===== src/rtl/hazard_pkg.sv =====
// Shared types for the hazard scoreboard: forwarding-select encoding,
// pipeline shadow entry, register address width and a match helper.
package hazard_pkg;

    localparam int REG_ADDR_W = 5;

    typedef enum logic [1:0] {
        FWD_RF     = 2'b00,
        FWD_MEM_WB = 2'b01,
        FWD_EX_MEM = 2'b10
    } fwd_sel_e;

    typedef struct packed {
        logic                  valid;
        logic [REG_ADDR_W-1:0] rd;
        logic                  reg_write;
        logic                  is_load;
    } shadow_t;

    // A source hits a stage when that stage will write the same
    // nonzero register.
    function automatic logic src_hit(
        input logic [REG_ADDR_W-1:0] rs,
        input shadow_t               e
    );
        return e.valid && e.reg_write && (rs != '0) && (rs == e.rd);
    endfunction

endpackage


===== src/rtl/hazard_scoreboard_if.sv =====
// ID-stage request and hazard response bundle.
// master: decode/pipeline side (drives id_*, flush); slave: scoreboard.
interface hazard_scoreboard_if
    import hazard_pkg::*;
#(
    parameter int NUM_SRC = 2,
    parameter int LAT_W   = 5
);

    logic                                  id_valid;
    logic [NUM_SRC-1:0][REG_ADDR_W-1:0]    id_rs;
    logic [NUM_SRC-1:0]                    id_rs_used;
    logic [REG_ADDR_W-1:0]                 id_rd;
    logic                                  id_reg_write;
    logic                                  id_is_load;
    logic                                  id_is_mc;
    logic [LAT_W-1:0]                      id_mc_lat;
    logic                                  flush;
    logic                                  stall;
    logic [NUM_SRC-1:0][1:0]               ex_fwd_sel;
    logic                                  mc_busy;
    logic                                  mc_done;
    logic [REG_ADDR_W-1:0]                 mc_rd;

    modport master (
        output id_valid, id_rs, id_rs_used, id_rd, id_reg_write,
        output id_is_load, id_is_mc, id_mc_lat, flush,
        input  stall, ex_fwd_sel, mc_busy, mc_done, mc_rd
    );

    modport slave (
        input  id_valid, id_rs, id_rs_used, id_rd, id_reg_write,
        input  id_is_load, id_is_mc, id_mc_lat, flush,
        output stall, ex_fwd_sel, mc_busy, mc_done, mc_rd
    );

endinterface


===== src/rtl/hazard_mc_tracker.sv =====
// Multi-cycle (mul/div) occupancy tracker.
// Ports: clk, rst, start/lat/rd (op entering EX), busy, done (1-cycle), busy_rd.
module hazard_mc_tracker
    import hazard_pkg::*;
#(
    parameter int LAT_W = 5
) (
    input  logic                  clk,
    input  logic                  rst,
    input  logic                  start,
    input  logic [LAT_W-1:0]      lat,
    input  logic [REG_ADDR_W-1:0] rd,
    output logic                  busy,
    output logic                  done,
    output logic [REG_ADDR_W-1:0] busy_rd
);

    logic [LAT_W-1:0] cnt;
    logic [LAT_W-1:0] lat_m1;

    // Latency 0 behaves as latency 1.
    assign lat_m1 = (lat == '0) ? '0 : lat - LAT_W'(1);

    // cnt holds the edges remaining before done is raised; a start on
    // the edge that ends a done cycle takes precedence over clearing.
    always_ff @(posedge clk or posedge rst) begin
        if (rst) begin
            busy    <= 1'b0;
            done    <= 1'b0;
            busy_rd <= '0;
            cnt     <= '0;
        end else if (start) begin
            busy    <= 1'b1;
            busy_rd <= rd;
            cnt     <= lat_m1;
            done    <= (lat_m1 == '0);
        end else if (done) begin
            busy <= 1'b0;
            done <= 1'b0;
        end else if (busy) begin
            if (cnt == LAT_W'(1)) begin
                done <= 1'b1;
            end
            cnt <= cnt - LAT_W'(1);
        end
    end

endmodule


===== src/rtl/hazard_scoreboard.sv =====
// Hazard scoreboard: load-use / multi-cycle stall and EX forwarding select.
// Ports: clk, rst, bus (hazard_scoreboard_if.slave); with HAZARD_PERF_CNT_EN
// defined also perf_lu_stalls, perf_mc_stalls (saturating stall counters).
module hazard_scoreboard
    import hazard_pkg::*;
#(
    parameter int NUM_SRC = 2,
    parameter int LAT_W   = 5
) (
    input  logic               clk,
    input  logic               rst,
    hazard_scoreboard_if.slave bus
`ifdef HAZARD_PERF_CNT_EN
    ,
    output logic [31:0]        perf_lu_stalls,
    output logic [31:0]        perf_mc_stalls
`endif
);

    shadow_t                 ex_q;
    shadow_t                 mem_q;
    shadow_t                 wb_q;
    shadow_t                 ex_nxt;
    logic [NUM_SRC-1:0][1:0] fwd_q;
    logic [NUM_SRC-1:0][1:0] fwd_nxt;
    fwd_sel_e                sel;

    logic                    mc_busy;
    logic                    mc_done;
    logic [REG_ADDR_W-1:0]   mc_rd;
    logic                    mc_open;
    logic                    lu_hit;
    logic                    mc_hit;
    logic                    req;
    logic                    stall;
    logic                    issue;

    // The done cycle already frees the unit for readers and a new op.
    assign mc_open = mc_busy & ~mc_done;
    assign req     = ~rst & bus.id_valid & ~bus.flush;
    assign stall   = req & (lu_hit | mc_hit);
    assign issue   = req & ~stall;

    always_comb begin
        lu_hit = 1'b0;
        mc_hit = 1'b0;
        for (int i = 0; i < NUM_SRC; i++) begin
            if (bus.id_rs_used[i] && bus.id_rs[i] != '0) begin
                if (ex_q.valid && ex_q.is_load && bus.id_rs[i] == ex_q.rd) begin
                    lu_hit = 1'b1;
                end
                if (mc_open && bus.id_rs[i] == mc_rd) begin
                    mc_hit = 1'b1;
                end
            end
        end
        if (mc_open && bus.id_reg_write && bus.id_rd != '0 && bus.id_rd == mc_rd) begin
            mc_hit = 1'b1;
        end
        if (mc_open && bus.id_is_mc) begin
            mc_hit = 1'b1;
        end
    end

    // Current EX becomes EX/MEM and current MEM becomes MEM/WB when the
    // ID instruction moves into EX; the youngest producer wins.
    always_comb begin
        fwd_nxt = '0;
        sel     = FWD_RF;
        for (int i = 0; i < NUM_SRC; i++) begin
            sel = FWD_RF;
            if (bus.id_rs_used[i]) begin
                if (src_hit(bus.id_rs[i], ex_q)) begin
                    sel = FWD_EX_MEM;
                end else if (src_hit(bus.id_rs[i], mem_q)) begin
                    sel = FWD_MEM_WB;
                end else if (src_hit(bus.id_rs[i], wb_q)) begin
                    // Retiring write lands in the regfile before the read.
                    sel = FWD_RF;
                end
            end
            fwd_nxt[i] = sel;
        end
    end

    always_comb begin
        ex_nxt           = '0;
        ex_nxt.valid     = 1'b1;
        ex_nxt.rd        = bus.id_rd;
        // Multi-cycle results are tracked by the mc unit, not forwarded.
        ex_nxt.reg_write = bus.id_reg_write & ~bus.id_is_mc;
        ex_nxt.is_load   = bus.id_is_load;
    end

    always_ff @(posedge clk or posedge rst) begin
        if (rst) begin
            ex_q  <= '0;
            mem_q <= '0;
            wb_q  <= '0;
            fwd_q <= '0;
        end else begin
            mem_q <= ex_q;
            wb_q  <= mem_q;
            if (issue) begin
                ex_q  <= ex_nxt;
                fwd_q <= fwd_nxt;
            end else begin
                ex_q  <= '0;
                fwd_q <= '0;
            end
        end
    end

    hazard_mc_tracker #(
        .LAT_W (LAT_W)
    ) u_mc (
        .clk     (clk),
        .rst     (rst),
        .start   (issue & bus.id_is_mc),
        .lat     (bus.id_mc_lat),
        .rd      (bus.id_rd),
        .busy    (mc_busy),
        .done    (mc_done),
        .busy_rd (mc_rd)
    );

    assign bus.stall      = stall;
    assign bus.ex_fwd_sel = fwd_q;
    assign bus.mc_busy    = mc_busy;
    assign bus.mc_done    = mc_done;
    assign bus.mc_rd      = mc_rd;

`ifdef HAZARD_PERF_CNT_EN
    // A cycle with both causes is charged to load-use.
    always_ff @(posedge clk or posedge rst) begin
        if (rst) begin
            perf_lu_stalls <= '0;
            perf_mc_stalls <= '0;
        end else if (stall) begin
            if (lu_hit) begin
                if (perf_lu_stalls != '1) begin
                    perf_lu_stalls <= perf_lu_stalls + 32'd1;
                end
            end else if (perf_mc_stalls != '1) begin
                perf_mc_stalls <= perf_mc_stalls + 32'd1;
            end
        end
    end
`endif

endmodule


===== src/flat_wrapper.sv =====
// flat-port wrapper written by rule: the top's interface ports become plain ports
module hazard_scoreboard_flat import hazard_pkg::*;
#(
    parameter int NUM_SRC = 2,
    parameter int LAT_W   = 5
)
  (clk, rst, bus_id_valid, bus_id_rs, bus_id_rs_used, bus_id_rd, bus_id_reg_write, bus_id_is_load, bus_id_is_mc, bus_id_mc_lat, bus_flush, bus_stall, bus_ex_fwd_sel, bus_mc_busy, bus_mc_done, bus_mc_rd);
  hazard_scoreboard_if #(.NUM_SRC(NUM_SRC), .LAT_W(LAT_W)) bus_i ();
  input  logic clk;
  input  logic rst;
  input wire logic [$bits(bus_i.id_valid)-1:0] bus_id_valid;
  input wire logic [$bits(bus_i.id_rs)-1:0] bus_id_rs;
  input wire logic [$bits(bus_i.id_rs_used)-1:0] bus_id_rs_used;
  input wire logic [$bits(bus_i.id_rd)-1:0] bus_id_rd;
  input wire logic [$bits(bus_i.id_reg_write)-1:0] bus_id_reg_write;
  input wire logic [$bits(bus_i.id_is_load)-1:0] bus_id_is_load;
  input wire logic [$bits(bus_i.id_is_mc)-1:0] bus_id_is_mc;
  input wire logic [$bits(bus_i.id_mc_lat)-1:0] bus_id_mc_lat;
  input wire logic [$bits(bus_i.flush)-1:0] bus_flush;
  output wire logic [$bits(bus_i.stall)-1:0] bus_stall;
  output wire logic [$bits(bus_i.ex_fwd_sel)-1:0] bus_ex_fwd_sel;
  output wire logic [$bits(bus_i.mc_busy)-1:0] bus_mc_busy;
  output wire logic [$bits(bus_i.mc_done)-1:0] bus_mc_done;
  output wire logic [$bits(bus_i.mc_rd)-1:0] bus_mc_rd;
  assign bus_i.id_valid = bus_id_valid;
  assign bus_i.id_rs = bus_id_rs;
  assign bus_i.id_rs_used = bus_id_rs_used;
  assign bus_i.id_rd = bus_id_rd;
  assign bus_i.id_reg_write = bus_id_reg_write;
  assign bus_i.id_is_load = bus_id_is_load;
  assign bus_i.id_is_mc = bus_id_is_mc;
  assign bus_i.id_mc_lat = bus_id_mc_lat;
  assign bus_i.flush = bus_flush;
  assign bus_stall = bus_i.stall;
  assign bus_ex_fwd_sel = bus_i.ex_fwd_sel;
  assign bus_mc_busy = bus_i.mc_busy;
  assign bus_mc_done = bus_i.mc_done;
  assign bus_mc_rd = bus_i.mc_rd;
  hazard_scoreboard #(.NUM_SRC(NUM_SRC), .LAT_W(LAT_W)) u_core (.clk(clk), .rst(rst), .bus(bus_i));
endmodule

===== config.mk =====
export PLATFORM = sky130hd
export DESIGN_NAME = hazard_scoreboard_flat
export DESIGN_NICKNAME = d
export VERILOG_FILES = /design/src/rtl/hazard_pkg.sv /design/src/rtl/hazard_scoreboard_if.sv /design/src/rtl/hazard_mc_tracker.sv /design/src/rtl/hazard_scoreboard.sv /design/src/flat_wrapper.sv
export SDC_FILE = /design/constraint.sdc
export NUM_CORES = 1
export LEC_CHECK = 0
export ABC_AREA = 0
export ABC_CLOCK_PERIOD_IN_PS = 3000
export CORE_ASPECT_RATIO = 0.5
export CORE_MARGIN = 10
export CORE_UTILIZATION = 23
export CTS_CLUSTER_SIZE = 10
export DETAILED_ROUTE_END_ITERATION = 16
export DONT_BUFFER_PORTS = 1
export PLACE_DENSITY = 0.35
export SLEW_MARGIN = 30
export SYNTH_ARGS = -nofsm -noshare
export SYNTH_HDL_FRONTEND = slang
export SYNTH_HIERARCHICAL = 1
export SYNTH_SLANG_ARGS = --single-unit

===== constraint.sdc =====
create_clock -name clk -period 3 [get_ports clk]
set_clock_uncertainty 0.05 [all_clocks]
set_input_delay 0.45 -clock clk [delete_from_list [all_inputs] [get_ports clk]]
set_output_delay 0.45 -clock clk [all_outputs]
set_load 0.03 [all_outputs]

==> impl_metrics.tcl <==
set metrics [dict create \
    outcome "completed" \
    path_clk_slew_ns 0.05 \
    die-area_um2 12400 \
    area_growth_pct 16.7 \
    cp.arrival_ns 2.21 \
    synth-seq-cells 31 \
    gp_congestion 0.711 \
    multiInputGateArea_um2 1040 \
    final_cell_mix "dfrtp_1 (31), xnor2_1 (21), xor2_1 (17)" \
    clockPowerShare_pct 34.4 \
    ff2ff_setup_slack_ns 0.87 \
    worstPathRequired_ns 2.50 \
    r2r-start "u_core/u_mc/busy_rd[4]" \
    chipHeight_um 84 \
    final_area_um2 2200 \
    die_w_um 148 \
    grt-ovfl-total 0 \
    max_slew_margin_pct 48.3 \
    setup_ws_ns 0.291 \
    p_switching_uw 577 \
    worst_r2r_path_depth 8 \
    cts_inserted_buffers 5 \
    setup_viol 0 \
    crit_path_max_incr_delay_ns 0.51 \
    synth_area_per_cell_um2 10.5 \
    drc_errors 0 \
    leakage_uw 0.000903 \
    hold_path_class "in -> async" \
    start_kind "flop" \
    cp_top_family "compound AO/OA/AOI/OAI gates" \
    grt_pass1_wl_mm 8.31 \
    insertion_delay_ns 0.27 \
    fmax_ghz 0.369 \
    rsz0062_at_grt "no" \
    p_per_area_nw_per_um2 784 \
    synth_edf_count 0 \
    fin_cells 298 \
    final_common_cell "dfrtp_1" \
    ios 41 \
    drt-total-wl_mm 5.18 \
    internal_power_uw 1150 \
    wl_per_cell_um 17.4 \
    vias 1322 \
    synth_cell_type_count 41 \
    min_period_over_period_pct 90.3 \
    dr.pass1.iters 4 \
    crit_buf_inv 1 \
    post-place-ws_ns 0.553 \
    synthCells 179 \
    cts_tree "yes" \
    finalSetupTns_ns 0 \
    synth_warnings 6 \
    min_period_ns 2.71 \
    io_buffer_count 0 \
    drtIter0Drc 84 \
    ys_async_sr_fraction_pct 100 \
    ant_nets 0 \
    tightest_slew_ns 0.774 \
    crit_end "bus_stall" \
    dp_hpwl_mm 4.13 \
    grt_max_degree 20 \
    seqPwrFrac_pct 39.1 \
    yosysSeqAreaShare_pct 41.2 \
    grt_pass1_vias 1430 \
    start_util_pct 23.6 \
    vdd_drop_max_uv 219 \
    antennaDiodeCount 0 \
    synthesis.nets 211 \
    combPwrFrac_pct 26.5 \
    syn_area_um2 1880 \
    core_area_um2 8000 \
    cts_resized 0 \
    cts_sinks 31 \
    fin_nets 217 \
    place_area_um2 2020 \
    placed_cells 290 \
    critical_path_class "reg -> out" \
    path_cells "nor2b_1 > nand3_1 > a211o_1 > o211ai_2 > buf_4 > o21a_1" \
    switching_share_pct 33.5 \
    drv_cap 0 \
    cp.depth 6 \
    post_cts_buffers 0 \
    worstPathMaxFanout 13 \
    avgViaCountPerCell 4.44 \
    cp_slowest_cell "dfrtp_1" \
    grt_usage_pct 8.45 \
    hold_viol 0 \
    crit_start "u_core/u_mc/done" \
    r2r_end "u_core/u_mc/done" \
    cts.path.max_buffers 2 \
    hold_buffers 0 \
    slew_violations 0 \
    antenna_found_initial 0 \
    cts-root-buf "clkbuf_16" \
    row_count 23 \
    cp-end-kind "output port" \
    fillers 869 \
    seq_area_um2 776 \
    cts_max_level 2 \
    drive_gt1_share_pct 21.5 \
    ys.flop_type "dfrtp_1" \
]
[worst register-to-register path, delay by kind of cell, from the launching register on]
kind | cells | cell delay (ns)
AO/OA/AOI/OAI | 5 | 0.81
flip-flops | 1 | 0.65
buffers and inverters | 1 | 0.27
AND/OR/NAND/NOR | 2 | 0.24
[routing by layer]
layer / global-route usage (%) / vias to the layer above / routed length, um
met2: 13.6 / 22 / 2480
li1: - / 638 / -
met4: 2.59 / 0 / 43
met5: 0 / - / 0
met1: 10.4 / 660 / 2410
met3: 2.87 / 2 / 252
[Yosys cell counts (all sizes together) (2+ instances only)]
cell type	count	area share, %
inv	9	1.8
o2111ai	2	0.93
o21a	2	0.80
nor4	8	3.0
ha	3	2.0
nand2	11	2.2
nand3	9	2.4
buf	5	1.6
and2	2	0.66
dfrtp	31	41
xnor2	21	9.8
xor2	17	7.9
o211ai	4	1.9
nor2	5	1.0
o21ai	7	2.5
nand2b	5	2.1
nor3	13	6.4
a21oi	3	0.80
or4	5	2.3
mux2	7	4.6
[worst min-delay path by stage]
stage | end | slack [ns] | depth (start not counted)
6_report | u_core/u_mc/busy | 0.05 | 1
5_1_grt | u_core/u_mc/busy | 0.09 | 1
4_1_cts | u_core/u_mc/busy | 0.07 | 1
3_5_place_dp | u_core/mem_q[1] | 0.31 | 0
3_3_place_gp | u_core/mem_q[1] | 0.31 | 0
2_1_floorplan | u_core/u_mc/busy | 0.26 | 1
[registers in the layout, summed over array words and instances, names as in the netlist]
signal / cells
u_core/u_mc/done: 1
u_core/ex_q: 8
u_core/u_mc/busy: 1
u_core/bus.ex_fwd_sel: 4
u_core/u_mc/cnt: 5
u_core/mem_q: 7
u_core/u_mc/busy_rd: 5
[cell type report]
class,instances,area share [%]
repair buffers,4,1.37
well taps,112,6.37
multi-input cells,134,47.5
clock buffers,6,6.32
flip-flops and latches,31,35.3
inverters,9,1.54
clock inverters,2,1.59
[cell families (layout without fill, tap and decap cells)]
| family | after synthesis | in the layout | synth area share, % |
|---|---|---|---|
| simple gates | 62 | 62 | 21.4 |
| fa+ha+maj | 3 | 3 | 1.99 |
| mux | 8 | 8 | 5.11 |
| flops | 31 | 31 | 41.2 |
| compound gates | 23 | 23 | 9.23 |
| xor+xnor | 38 | 38 | 17.7 |
| buf+inv | 14 | 21 | 3.39 |
[power by group through the flow]
stage / clock network [uW] / registers [uW] / logic (uW)
after floorplan: 0 / 669 / 369
after global placement: 0 / 685 / 460
after detailed placement: 0 / 684 / 460
after CTS: 608 / 678 / 464
after global routing: 636 / 688 / 512
final: 593 / 673 / 456
[stage by stage]
stage	total power, uW	hold slack (ns)	util (%)
2_1_floorplan	1040	0.265	-
3_3_place_gp	1150	0.310	25.3
3_5_place_dp	1140	0.314	25.3
4_1_cts	1750	0.0661	27.5
5_1_grt	1840	0.0859	27.5
6_report	1720	0.0532	27.5
No activity file was read; power rests on OpenSTA's default activity.
